$ cat config.mk
export PLATFORM = sky130hd
export DESIGN_NAME = regfile_mp
export DESIGN_NICKNAME = d
export VERILOG_FILES = /design/src/rtl/regfile_mp.sv
export SDC_FILE = /design/constraint.sdc
export NUM_CORES = 2
export LEC_CHECK = 0
export CORE_MARGIN = 10
export CORE_UTILIZATION = 25
export CTS_CLUSTER_DIAMETER = 200
export DETAILED_ROUTE_END_ITERATION = 10
export PLACE_DENSITY = 0.5
export SYNTH_ARGS = -nofsm -noshare
export SYNTH_HDL_FRONTEND = slang
export SYNTH_SLANG_ARGS = --single-unit
$ cat constraint.sdc
create_clock -name i_clk -period 3.5 [get_ports i_clk]
set_input_delay 0.875 -clock i_clk [delete_from_list [all_inputs] [get_ports i_clk]]
set_output_delay 0.875 -clock i_clk [all_outputs]
set_load 0.01 [all_outputs]
$ cat src/rtl/regfile_mp.sv
// Multi-port integer register file with a per-register busy scoreboard.
// Reads are combinational with optional same-cycle write forwarding; writes
// and reserves update on the rising clock edge; reset clears all state.
module regfile_mp #(
  parameter int unsigned DATA_W   = 32,
  parameter int unsigned NUM_REGS = 32,
  parameter int unsigned NUM_RD   = 2,
  parameter int unsigned NUM_WR   = 2,
  parameter int unsigned BYPASS   = 1,
  parameter int unsigned ZERO_REG = 1,
  localparam int unsigned ADDR_W  = $clog2(NUM_REGS)
) (
  input  logic                     i_clk,
  input  logic                     i_rst_n,
  input  logic [NUM_RD*ADDR_W-1:0] i_raddr,
  output logic [NUM_RD*DATA_W-1:0] o_rdata,
  output logic [NUM_RD-1:0]        o_rbusy,
  input  logic [NUM_WR-1:0]        i_wen,
  input  logic [NUM_WR*ADDR_W-1:0] i_waddr,
  input  logic [NUM_WR*DATA_W-1:0] i_wdata,
  input  logic                     i_rsv_en,
  input  logic [ADDR_W-1:0]        i_rsv_addr
);

  logic [NUM_REGS-1:0][DATA_W-1:0] regs_q, regs_d;
  logic [NUM_REGS-1:0]             busy_q, busy_d;

  logic [ADDR_W-1:0] rd_idx [NUM_RD];
  logic [ADDR_W-1:0] wr_idx [NUM_WR];
  logic [DATA_W-1:0] wr_dat [NUM_WR];

  for (genvar k = 0; k < NUM_RD; k++) begin : g_rd_unpack
    assign rd_idx[k] = i_raddr[k*ADDR_W +: ADDR_W];
  end

  for (genvar j = 0; j < NUM_WR; j++) begin : g_wr_unpack
    assign wr_idx[j] = i_waddr[j*ADDR_W +: ADDR_W];
    assign wr_dat[j] = i_wdata[j*DATA_W +: DATA_W];
  end

  // Next state: writes in ascending port order so the highest port wins,
  // then the reserve so a same-index reserve overrides the write's release.
  always_comb begin
    regs_d = regs_q;
    busy_d = busy_q;
    for (int unsigned j = 0; j < NUM_WR; j++) begin
      if (i_wen[j]) begin
        regs_d[wr_idx[j]] = wr_dat[j];
        busy_d[wr_idx[j]] = 1'b0;
      end
    end
    if (i_rsv_en) begin
      busy_d[i_rsv_addr] = 1'b1;
    end
    if (ZERO_REG != 0) begin
      regs_d[0] = '0;
      busy_d[0] = 1'b0;
    end
  end

  // State registers, cleared asynchronously.
  always_ff @(posedge i_clk or negedge i_rst_n) begin
    if (!i_rst_n) begin
      regs_q <= '0;
      busy_q <= '0;
    end else begin
      regs_q <= regs_d;
      busy_q <= busy_d;
    end
  end

  // Read ports: stored value, optionally overridden by a same-cycle write.
  // Forwarding is suppressed during reset so reads stay at zero.
  always_comb begin
    o_rdata = '0;
    o_rbusy = '0;
    for (int unsigned k = 0; k < NUM_RD; k++) begin
      o_rdata[k*DATA_W +: DATA_W] = regs_q[rd_idx[k]];
      o_rbusy[k]                  = busy_q[rd_idx[k]];
      if ((BYPASS != 0) && i_rst_n) begin
        for (int unsigned j = 0; j < NUM_WR; j++) begin
          if (i_wen[j] && (wr_idx[j] == rd_idx[k])) begin
            o_rdata[k*DATA_W +: DATA_W] = wr_dat[j];
            o_rbusy[k]                  = i_rsv_en && (i_rsv_addr == rd_idx[k]);
          end
        end
      end
      if ((ZERO_REG != 0) && (rd_idx[k] == '0)) begin
        o_rdata[k*DATA_W +: DATA_W] = '0;
        o_rbusy[k]                  = 1'b0;
      end
    end
  end

endmodule

Yosys cells after proc, flatten, opt, wreduce, memory -nomap -nowiden --
Index checks and enable logic that the tools add are counted.
Word-level totals: register bits 1023, bits of input ports 94, output and inout bits 66, word-level logic and storage cells 103
Cells by class: $lt $le $gt $ge 8, equal/unequal tests 6, muxes and demuxes 41, bitwise operators 5, reduce and logical (&&, ||, !) cells 11
Operators by type and width (number):
- $bwmux 1024 | 2
- $mux 1024 | 2
- $mux 32 | 15
- $bmux 32 s5 | 2
- $demux 32 s5 | 2
- $and 32x32->32 | 2
- $not 32->32 | 2
- $or 32x32->32 | 1
- $eq 5x5->1 | 6
- $lt 5x6->1 const B | 5
- $demux 1 s5 | 3
- $ge 5x1->1 const B | 3
- $mux 1 | 13
- $bmux 1 s5 | 2
- $logic_not 5->1 | 2
- $logic_and 1x1->1 | 9

Logic depth before layout (Yosys ltp) --
word-level depth 11, depth in mapped cells 10, gate-level depth less buffers 5

Least setup slack after synthesis --
No wires, ideal clock.
path type input -> output, from in i_raddr[8], to out o_rdata[32], arrival time 2443 ps, data required time 2625 ps, setup slack 182 ps, stages on the path 8, buffers on the path 5, path through clkbuf_2 buf_2 and2_1 buf_2 buf_2 buf_1 a211oi_1 o32ai_1
Between the ends: cells in the longest elaborated chain, start to end 6
RTL lines:
- start, declared | RTL line 15 | input logic [NUM_RD*ADDR_W-1:0] i_raddr,
- $bmux 32 s5 / $eq 5x5->1 (equally long branches) | RTL line 78, 82
- $mux 32 (not written as such) / $logic_and 1x1->1 (equally long branches) | RTL line 78, 82
- $mux 32 (2 in series) | RTL line 82 | if (i_wen[j] && (wr_idx[j] == rd_idx[k])) begin
- $mux 32 | RTL line 80 | if ((BYPASS != 0) && i_rst_n) begin
- $mux 32 * | RTL line 88 | if ((ZERO_REG != 0) && (rd_idx[k] == '0)) begin
- end, declared | RTL line 16 | output logic [NUM_RD*DATA_W-1:0] o_rdata,
Every way passes the cells marked *; elsewhere a longest branch is shown, timed or not. The select of a mux whose other input is x is not followed.

Worst setup path after layout --
from in i_raddr[5], to out o_rdata[41]
Same word-level chain as after synthesis.

==> results.json <==
{
  "status": "complete, but fails checks",
  "failed_checks": "negative setup slack",
  "final-instance-count-excl-fill": 10500,
  "critPathSlowestCell": "or3_4",
  "pin_count": 160,
  "final-max-slew-violation-count": 0,
  "worstRegToRegCells": 3,
  "die_x_um": 533,
  "synth_seq_cells": 1023,
  "r2r-start": "regs_q[616]",
  "comb_power_share": 0.306,
  "core_area_um2": 262000,
  "synthTopCellsByArea": "dfrtp_1 (39%), mux2i_1 (18%), mux4_2 (14%)",
  "power_frac_seq": 0.394,
  "grt_first_pass_wirelength_um": 458000,
  "async_flop_share": 1.00,
  "timing.setup.tns_ns": -21.80,
  "synth_compound_area_frac": 0.135,
  "p_per_area_nw_per_um2": 509,
  "fin_skew_ns": 0,
  "antenna_found_initial": 10,
  "netlist_area_um2": 65900,
  "synthAdderAreaFrac": 0,
  "insertion_delay_ns": 0.75,
  "endpoint_kind": "primary output",
  "leakage_nw": 37.3,
  "grt-ovfl-total": 0,
  "slew-limit-headroom": 0.305,
  "post-synth-top-count-cell": "mux2i_1",
  "synth_mux_area_frac": 0.328,
  "grt_max_degree": 163,
  "rsz0062_at_grt": "yes",
  "p_clk_frac": 0.300,
  "setup_violations": 66,
  "p_sw_mw": 15.0,
  "cts.sinks": 1023,
  "syn2layout_area_growth_pct": 33.7,
  "p_int_mw": 29.9,
  "period_needed_ns": 3.99,
  "drcViolationCount": 0,
  "cts_tree": "done",
  "die_h_um": 533,
  "ir_drop_uv": 424,
  "drt_iter0_drc": 7003,
  "cp_max_fo": 7,
  "synth_simple_gate_area_frac": 0.0820,
  "design.die.area_um2": 284000,
  "maxCapViolCount": 0,
  "initial_core_util": 0.251,
  "track_usage": 0.220,
  "cp.required_ns": 2.62,
  "synthTopCellsByCount": "mux2i_1 (1183), dfrtp_1 (1023), nand2_1 (624), nor2_1 (547), a21oi_1 (517)",
  "r2r_slack_ns": 2.63,
  "syn_avg_cell_area_um2": 10.3,
  "layout-drive-gt1-share": 0.313,
  "path_cells": "buf_16, buf_16, buf_8, xnor2_2, nand4_1, nor3_4, or3_4, buf_4, clkbuf_16, buf_12, o32ai_4, buf_2",
  "dp_hpwl_um": 211000,
  "fp-row-count": 188,
  "synthCells": 6419,
  "setup_ws_ns": -0.487,
  "clock.fmax_mhz": 251,
  "clock_path_buffers": 3,
  "grt_pass1_vias": 57200,
  "hold_path_class": "primary input to asynchronous set/reset pin",
  "wirelength_um": 331000,
  "synth_top_family_by_area": "multiplexers",
  "sw_frac_of_total": 0.334,
  "crit_path_max_incr_delay_ns": 0.41,
  "yosysTopAreaCell": "dfrtp_1",
  "syn_nets": 6513,
  "place.port_buffers": 159,
  "cp.arrival_ns": 3.11,
  "synth_edf_count": 0,
  "synth-main-ff-cell": "dfrtp_1",
  "place_congestion": 0.937,
  "hold_viol_final": 0,
  "ys_types": 60,
  "first_pass_iters": 6,
  "critical_path_class": "primary input to primary output",
  "cts_buffers": 113,
  "synth_xor_area_frac": 0.00399,
  "via_per_inst": 5.54,
  "fin_crit_sh": 1.14,
  "yosysWarnings": 0,
  "seq_area_frac_synth": 0.389,
  "dp_cells": 10100,
  "final_net_count": 6980,
  "vias": 58300,
  "crit_top_cell": "buf_16",
  "route.antenna.remaining_nets": 0,
  "path_clk_slew_ns": 0.06,
  "root_buffer": "clkbuf_16",
  "regToRegEndpoint": "regs_q[616]",
  "synth_top_cell_area_share": 0.389,
  "htree_levels": 3,
  "wl_per_cell_um": 31.4,
  "critPathLaunchType": "primary input",
  "worst_pin_slew_ns": 1.04
}
[how the worst max path moves through the flow]
stage          slack (ns)          end  cells past startpoint        from
3_3_place_gp        -2.08  o_rdata[54]                     12  i_raddr[7]
2_1_floorplan        0.18  o_rdata[32]                      8  i_raddr[8]
6_report            -0.49  o_rdata[41]                     12  i_raddr[5]
5_1_grt             -0.50  o_rdata[37]                     13  i_raddr[5]
4_1_cts             -0.52  o_rdata[49]                     12  i_raddr[5]
3_5_place_dp        -1.79  o_rdata[36]                     11  i_raddr[7]
[cell type report]
cell class	count	area (um2)
tap	3515	4400
sequential	1023	25600
fill	25800	174000
clock buffer	150	3250
inverter	73	274
multi-input combinational	4491	39700
timing repair buffer	1184	14000
antenna	20	50.0
clock inverter	65	833
[sequential cells by signal (all words and copies together) (netlist names)]
signal  cells
regs_q    992
busy_q     31
[worst max-delay path, delay by kind of cell]
kind,cells,cell delay [ns]
simple gates,3,0.61
compound gates,1,0.31
buf+inv,7,1.18
xor+xnor,1,0.12
[power groups by stage]
stage | clock (mW) | combinational (mW) | sequential, mW
after global placement | 0 | 11.9 | 17.5
after floorplan | 0 | 7.72 | 16.7
final | 13.5 | 13.7 | 17.7
after detailed placement | 0 | 12.1 | 17.6
after global routing | 14.1 | 14.5 | 18.0
after CTS | 13.6 | 13.2 | 17.5
[layout by cell type, fill, tap and decap left out, drive strengths merged, types with 7 or more instances in the layout]
cell              n
a211oi           31
a21oi           517
a221oi           61
a22o             91
a22oi            37
a31oi            29
a32o             14
a32oi            66
buf            1092
bufinv           17
clkbuf          156
clkdlybuf4s50    71
clkinv           36
dfrtp          1023
diode            20
dlygate4sd2       7
inv              79
mux2             68
mux2i          1183
mux4            401
nand2           624
nand2b            8
nand3b            7
nor2            555
nor2b             9
nor3             38
nor3b            12
nor4             31
o21ai           501
o221ai           31
o22ai            35
o31ai            34
o32ai            31
xnor2            24
[metal layers]
metal  GRT usage  part of all wire  up-vias  wire, um
met4       0.167             0.092        6     30400
met2       0.345              0.45     3324    149000
met5           0           0.00010        -        34
li1            -                 -    24500         -
met1       0.266              0.38    29400    124000
met3      0.0467             0.081     1032     26600
[logic make-up after synthesis]
logic type                after synthesis
and+or+nand+nor                      1324
buffers and inverters                 905
DFF                                  1023
muxes                                1652
xor gates and xnor gates               30
AOI/OAI and AO/OA                    1485
[timing repair]
item,CTS,global route
resized for setup,848,223
pin swaps,171,127
cloned,24,7
buffers inserted,146,114
setup endpoints to repair,66,66
hold buffers,0,0
[metrics by stage]
| stage | area (um2) | worst slack (ns) | power [mW] | hold slack, ns | util |
|---|---|---|---|---|---|
| after floorplan | 65900 | 0.182 | 24.4 | 0.479 | - |
| after global placement | 77200 | -2.08 | 29.4 | 0.528 | 0.295 |
| after detailed placement | 77300 | -1.79 | 29.8 | 0.537 | 0.295 |
| after CTS | 86300 | -0.516 | 44.3 | 0.371 | 0.329 |
| after global routing | 88100 | -0.498 | 46.5 | 0.423 | 0.336 |
| final | 88100 | -0.487 | 44.9 | 0.317 | 0.336 |
No activity file was read; power rests on OpenSTA's default activity.
